<file path="config.mk">
export PLATFORM = sky130hd
export DESIGN_NAME = mem_arbiter
export DESIGN_NICKNAME = d
export VERILOG_FILES = /design/src/rtl/mem_arbiter_pkg.sv /design/src/rtl/mem_arbiter.sv
export SDC_FILE = /design/constraint.sdc
export NUM_CORES = 1
export LEC_CHECK = 0
export BUFFER_PORTS_ARGS = -buffer_cell sky130_fd_sc_hd__clkbuf_2
export CAP_MARGIN = 20
export CORE_UTILIZATION = 50
export DETAILED_ROUTE_END_ITERATION = 6
export PLACE_DENSITY = 0.86
export SYNTH_ARGS = -nofsm -noshare
export SYNTH_HDL_FRONTEND = slang
export SYNTH_SLANG_ARGS = --single-unit
</file>
<file path="constraint.sdc">
create_clock -name clk -period 2.74 [get_ports clk]
set_input_delay 0.411 -clock clk [delete_from_list [all_inputs] [get_ports clk]]
set_output_delay 0.411 -clock clk [all_outputs]
set_load 0.1 [all_outputs]
</file>
<file path="src/rtl/mem_arbiter_pkg.sv">
// Shared types and constants for the CPU-to-memory arbiter.
package mem_arbiter_pkg;

  localparam int unsigned WORD_W = 32;

  typedef enum logic [2:0] {
    IDLE   = 3'd0,
    I_REQ  = 3'd1,
    I_WAIT = 3'd2,
    D_REQ  = 3'd3,
    D_WAIT = 3'd4,
    DONE   = 3'd5
  } state_t;

endpackage

</file>
<file path="src/rtl/mem_arbiter.sv">
// Arbitrates CPU instruction fetches and data loads/stores onto one memory port.
// Data accesses win over fetches; each transaction is latched on acceptance.
module mem_arbiter
  import mem_arbiter_pkg::*;
(
  input  logic              clk,
  input  logic              nrst,
  input  logic              imemRead,
  input  logic [WORD_W-1:0] imemAddr,
  input  logic              dmmRead,
  input  logic              dmmWrite,
  input  logic [WORD_W-1:0] dmmAddr,
  input  logic [WORD_W-1:0] dmmStore,
  output logic              i_ready,
  output logic [WORD_W-1:0] instr,
  output logic              d_ready,
  output logic [WORD_W-1:0] dmmLoad,
  input  logic              busy,
  output logic              mem_read,
  output logic              mem_write,
  output logic [WORD_W-1:0] mem_addr,
  output logic [WORD_W-1:0] mem_store,
  input  logic [WORD_W-1:0] mem_load
);

  state_t            r_state;
  state_t            w_next;
  logic              r_is_write;
  logic [WORD_W-1:0] r_addr;
  logic [WORD_W-1:0] r_store;
  logic              r_mem_read;
  logic              r_mem_write;
  logic              r_i_ready;
  logic              r_d_ready;
  logic [WORD_W-1:0] r_instr;
  logic [WORD_W-1:0] r_load;

  logic w_data_req;
  logic w_accept;
  logic w_issue_rd;
  logic w_issue_wr;
  logic w_i_done;
  logic w_d_done;

  // A data request with both strobes set is a store; a fetch only wins when no data request is present.
  assign w_data_req = dmmRead | dmmWrite;
  assign w_accept   = (r_state == IDLE) & (w_data_req | imemRead);
  assign w_issue_wr = w_accept & dmmWrite;
  assign w_issue_rd = w_accept & ~dmmWrite;
  assign w_i_done   = (r_state == I_WAIT) & ~busy;
  assign w_d_done   = (r_state == D_WAIT) & ~busy;

  always_comb begin
    w_next = r_state;
    case (r_state)
      IDLE: begin
        if (w_data_req)    w_next = D_REQ;
        else if (imemRead) w_next = I_REQ;
      end
      I_REQ:   w_next = I_WAIT;
      D_REQ:   w_next = D_WAIT;
      I_WAIT:  if (!busy) w_next = DONE;
      D_WAIT:  if (!busy) w_next = DONE;
      DONE:    w_next = IDLE;
      default: w_next = IDLE;
    endcase
  end

  always_ff @(posedge clk or negedge nrst) begin
    if (!nrst) begin
      r_state     <= IDLE;
      r_is_write  <= 1'b0;
      r_addr      <= '0;
      r_store     <= '0;
      r_mem_read  <= 1'b0;
      r_mem_write <= 1'b0;
      r_i_ready   <= 1'b0;
      r_d_ready   <= 1'b0;
      r_instr     <= '0;
      r_load      <= '0;
    end else begin
      r_state     <= w_next;
      r_mem_read  <= w_issue_rd;
      r_mem_write <= w_issue_wr;
      r_i_ready   <= w_i_done;
      r_d_ready   <= w_d_done;
      if (w_accept) begin
        r_is_write <= w_data_req & dmmWrite;
        r_addr     <= w_data_req ? dmmAddr : imemAddr;
        r_store    <= dmmStore;
      end
      if (w_i_done)                r_instr <= mem_load;
      if (w_d_done && !r_is_write) r_load  <= mem_load;
    end
  end

  assign i_ready   = r_i_ready;
  assign d_ready   = r_d_ready;
  assign instr     = r_instr;
  assign dmmLoad   = r_load;
  assign mem_read  = r_mem_read;
  assign mem_write = r_mem_write;
  assign mem_addr  = r_addr;
  assign mem_store = r_store;

endmodule

</file>
# == Word-level counts from Yosys, hierarchy flattened ==
# Cells that the tools add are included.
# classes
eq_ne,6
mux,5
n_bitwise,10
reduce_logical,5
# ops
cell,count
$mux 32,1
$pmux 3 s4,1
$mux 3,3
$and 1x1->1,6
$eq 3x2->1 const B,2
$eq 3x1->1 const B,1
$eq 3x3->1 const B,1
$logic_not 3->1,1
$ne 3x3->1 const B,1
$ne 2x2->1 const B,1
$not 1->1,2
$or 1x1->1,2
$reduce_and 2->1,1
$reduce_or 2->1,1
$logic_and 1x1->1,1
$logic_not 1->1,1
# word_totals
reg_bits,136
inputBits,134
output_inout_bits,132
elab_cells,36

# == Logic depth before layout (Yosys ltp) ==
# logic_depth
word_depth,4
ltp_mapped,5
ltp_nobuf,3

# == Worst setup path after synthesis ==
# No wires, ideal clock.
# synth_timing
kind,input to register
from,input dmmRead
to,register r_addr[1] (netlist: mem_addr[1])
setup_ps,125
arrival_ps,1640
required_time_ps,2615
setup_slack_ps,975
path_stages,4
path_buffers,1
cell_sequence,nor2_1 clkbuf_1 mux2_2 mux2_2
# synth_via
elab_chain_cells,3
word_cells_on_any_way,4
classes_between,mux (1); bitwise (3)
# synth_lines
item,line_no,rtl
"start, declared",mem_arbiter.sv:10,"input logic dmmRead,"
$or 1x1->1 *,mem_arbiter.sv:46,assign w_data_req = dmmRead | dmmWrite;
$or 1x1->1,mem_arbiter.sv:47,assign w_accept = (r_state == IDLE) & (w_data_req | imemRead);
$and 1x1->1,mem_arbiter.sv:47,
"end signal, assigned",mem_arbiter.sv:89,r_addr <= w_data_req ? dmmAddr : imemAddr;
"end, declared",mem_arbiter.sv:29,logic [WORD_W-1:0] r_addr;
# Mark *: on every way between the ends. The rest lies on a longest branch, timed or not.
# A chain may end at the register's enable or synchronous reset.

# == Worst setup path in the final report ==
# layout_timing
from,register r_state[1]
to,register r_instr[16] (netlist: instr[16])
# layout_via
elab_chain_cells,2
# layout_lines
item,line_no,rtl
"start, declared",mem_arbiter.sv:26,state_t r_state;
"start signal, assigned",mem_arbiter.sv:82,r_state <= w_next;
$eq 3x2->1,mem_arbiter.sv:50,assign w_i_done = (r_state == I_WAIT) & ~busy;
$and 1x1->1,mem_arbiter.sv:50,
"end signal, assigned",mem_arbiter.sv:92,if (w_i_done) r_instr <= mem_load;
"end, declared",mem_arbiter.sv:35,logic [WORD_W-1:0] r_instr;
# No other way between the ends.

==> results.yml <==
status:
  status: "finished, final reports clean"
routing:
  drt-initial-drc-count: 126
  wl_met3_um: 990
  dr.pass1.iters: 4
  drt-total-wl_um: 13240
  avgRoutedWirePerCell_um: 17.49
  wl_met1_um: 4772
  vias: 3810
  viasPerCell: 5.033
  dr_wl_met2_um: 7292
  ant_nets: 0
  top_layer_used: "met4"
  drcViolationCount: 0
sta:
  finalHoldViolCount: 0
  rsz0062_at_grt: "no"
  max-slew-margin-rel_pct: 61.29
  slew_violations: 0
  min_period_ns: 1.877
  finalSetupViolCount: 0
  fmax_mhz: 532.7
  fin_worst_skew_ns: 0.003923
  worst-slew-pin-transition_ns: 0.5831
  hold_ws_ns: 0.1354
  fin_tns_setup_ns: 0
  period_share_pct: 68.52
yosys:
  synth_adder_area_share_pct: 0
  synth-compound-area-share_pct: 0.5498
  netlist_area_mm2: 0.005461
  syn_inst: 332
  synthXorXnorAreaFrac_pct: 0
  synthMuxAreaShare_pct: 33.20
  syn-num-nets: 466
  synth-seq-cells: 136
  ys_warn_count: 0
  synth_seq_area_share_pct: 62.31
  syn_avg_cell_area_um2: 16.45
  synth_top_family_by_area: "multiplexers"
  ys_types: 20
  yosys.area_share.simple_pct: 1.856
critical_path:
  cp_slowest_stage_delay_ns: 0.55
  worst-setup-path-type: "flop to flop"
  worstSetupStartpointType: "flop"
  path_cells: "inv_2, nor4_4, buf_4, mux2_2"
  cp.arrival_ns: 2.26
  required_ns: 3.12
  cp_slowest_cell: "dfrtp_1"
  end_kind: "flop"
  worst-path-max-fanout: 19
die:
  core_area_mm2: 0.01046
  num_rows: 37
  die_h_um: 106.5
  num_io_pins: 266
  die_x_um: 106.5
  die_area_mm2: 0.01135
  start_util_pct: 52.20
grt:
  grt_max_degree: 66
  grt_pass1_wl_um: 20780
  grt_pass1_vias: 4098
  gr-usage-all-layers_pct: 24.29
  grt_overflow: 0
  antenna_found_initial: 0
clock_tree:
  numCtsBuffers: 17
  htreeDepth: 4
  root_buffer: "clkbuf_8"
  tritoncts: "done"
  cts_resized: 0
  clock_latency_ns: 0.50
  hold_buffers: 1
  cts_setup_buffers: 0
  clock_sinks: 136
  clkTransAtPathRegs_ns: 0.06
  clockBufferDepth: 2
run:
  maxCapViolCount: 0
placed_design:
  io_buffer_count: 265
  gp_congestion: 0.7907
  dp_hpwl_um: 9896
final_layout:
  antenna_cells: 0
  area_delta_synth_final_pct: 39.20
  drive_gt1_share_pct: 74.88
  nets: 742
hold_path:
  worstHoldPathType: "primary input to flop"
==> Yosys cell counts <==
master	count	share of area (%)
nor4_4	1	0.39
buf_6	3	0.62
buf_4	3	0.41
o21ai_0	1	0.092
inv_2	1	0.069
a221oi_1	1	0.16
mux2_1	5	1.0
and3b_1	1	0.16
nor2_1	3	0.21
nor2b_1	1	0.11
nand2b_1	2	0.23
buf_2	10	0.92
and2_1	1	0.11
dfrtp_1	136	62
o211ai_1	1	0.14
nor3_1	2	0.18
nor4_2	2	0.46
clkbuf_1	1	0.069
mux2_2	156	32
a22o_1	1	0.16
==> flip-flops by register name (all words and copies together) (netlist names) <==
signal and flops:
mem_addr 32, mem_read 1, instr 32, r_is_write 1
mem_write 1, mem_store 32, d_ready 1, i_ready 1
r_state 3, dmmLoad 32
==> area by class of cell <==
class,instances,area (um^2)
sequential,136,3403
fill,715,2860
multi-input combinational,178,1964
timing repair buffer,274,1428
clock buffer,19,431.7
clock inverter,13,201.4
tap,136,170.2
inverter,1,3.754
==> critical path, delay by kind of cell (launching register included) <==
family | cells | cell delay (ns)
DFF | 1 | 0.55
buffers and inverters | 2 | 0.45
muxes | 1 | 0.38
and+or+nand+nor | 1 | 0.37
==> metrics by stage <==
step	area, um^2	cells	setup WS [ns]	util [%]
finish	7602	757	0.8627	72.66
CTS	7602	757	0.8174	72.66
global placement	6959	724	0.8980	66.52
detailed placement	6959	724	0.8284	66.52
floorplan	5461	332	0.9749	-
global route	7602	757	0.7253	72.66
==> final timing paths <==
| path | startpoint | end | slack (ns) | cells after the start |
|---|---|---|---|---|
| max reg2reg | r_state[1] | instr[16] | 0.86 | 4 |
| max | r_state[1] | instr[16] | 0.86 | 4 |
| min | dmmWrite | mem_read | 0.14 | 2 |
| min in group asynchronous | nrst | dmmLoad[10] | 0.42 | 2 |
| max in group asynchronous | nrst | dmmLoad[16] | 1.61 | 3 |
| min reg2reg | instr[6] | instr[6] | 0.49 | 1 |
==> cell families (layout without fill, tap and decap cells) <==
| family | Yosys count | after routing |
|---|---|---|
| multiplexers | 161 | 161 |
| buffers and inverters | 18 | 307 |
| AO/OA/AOI/OAI | 4 | 4 |
| AND/OR/NAND/NOR | 13 | 13 |
| flip-flops | 136 | 136 |
==> routing by layer <==
| metal | GRT usage [%] | up-vias |
|---|---|---|
| li1 | - | 1746 |
| met2 | 44.25 | 165 |
| met4 | 9.393 | 0 |
| met5 | 0 | - |
| met1 | 26.32 | 1882 |
| met3 | 7.357 | 17 |
==> layout by cell type (no fill, tap or decap) <==
master           n
o211ai_1         1
clkbuf_8         2
buf_12           2
nor4_4           3
inv_2            1
and3b_1          1
dfrtp_1        136
nor3_1           2
clkbuf_16       16
mux2_1           5
nor2b_1          1
nor2_2           1
a22o_1           1
a221oi_1         1
clkinv_2         4
nor2_1           2
mux2_2         156
clkbuf_2       264
clkinvlp_4       3
bufinv_16        5
clkinv_4         1
and2_1           1
o21ai_0          1
buf_6            1
buf_4            6
nand2b_1         2
dlygate4sd3_1    1
clkbuf_1         1
Power is left out: the tool's default activity adds up to more than one toggle a clock period on the data nets, which glitch-free logic cannot reach.
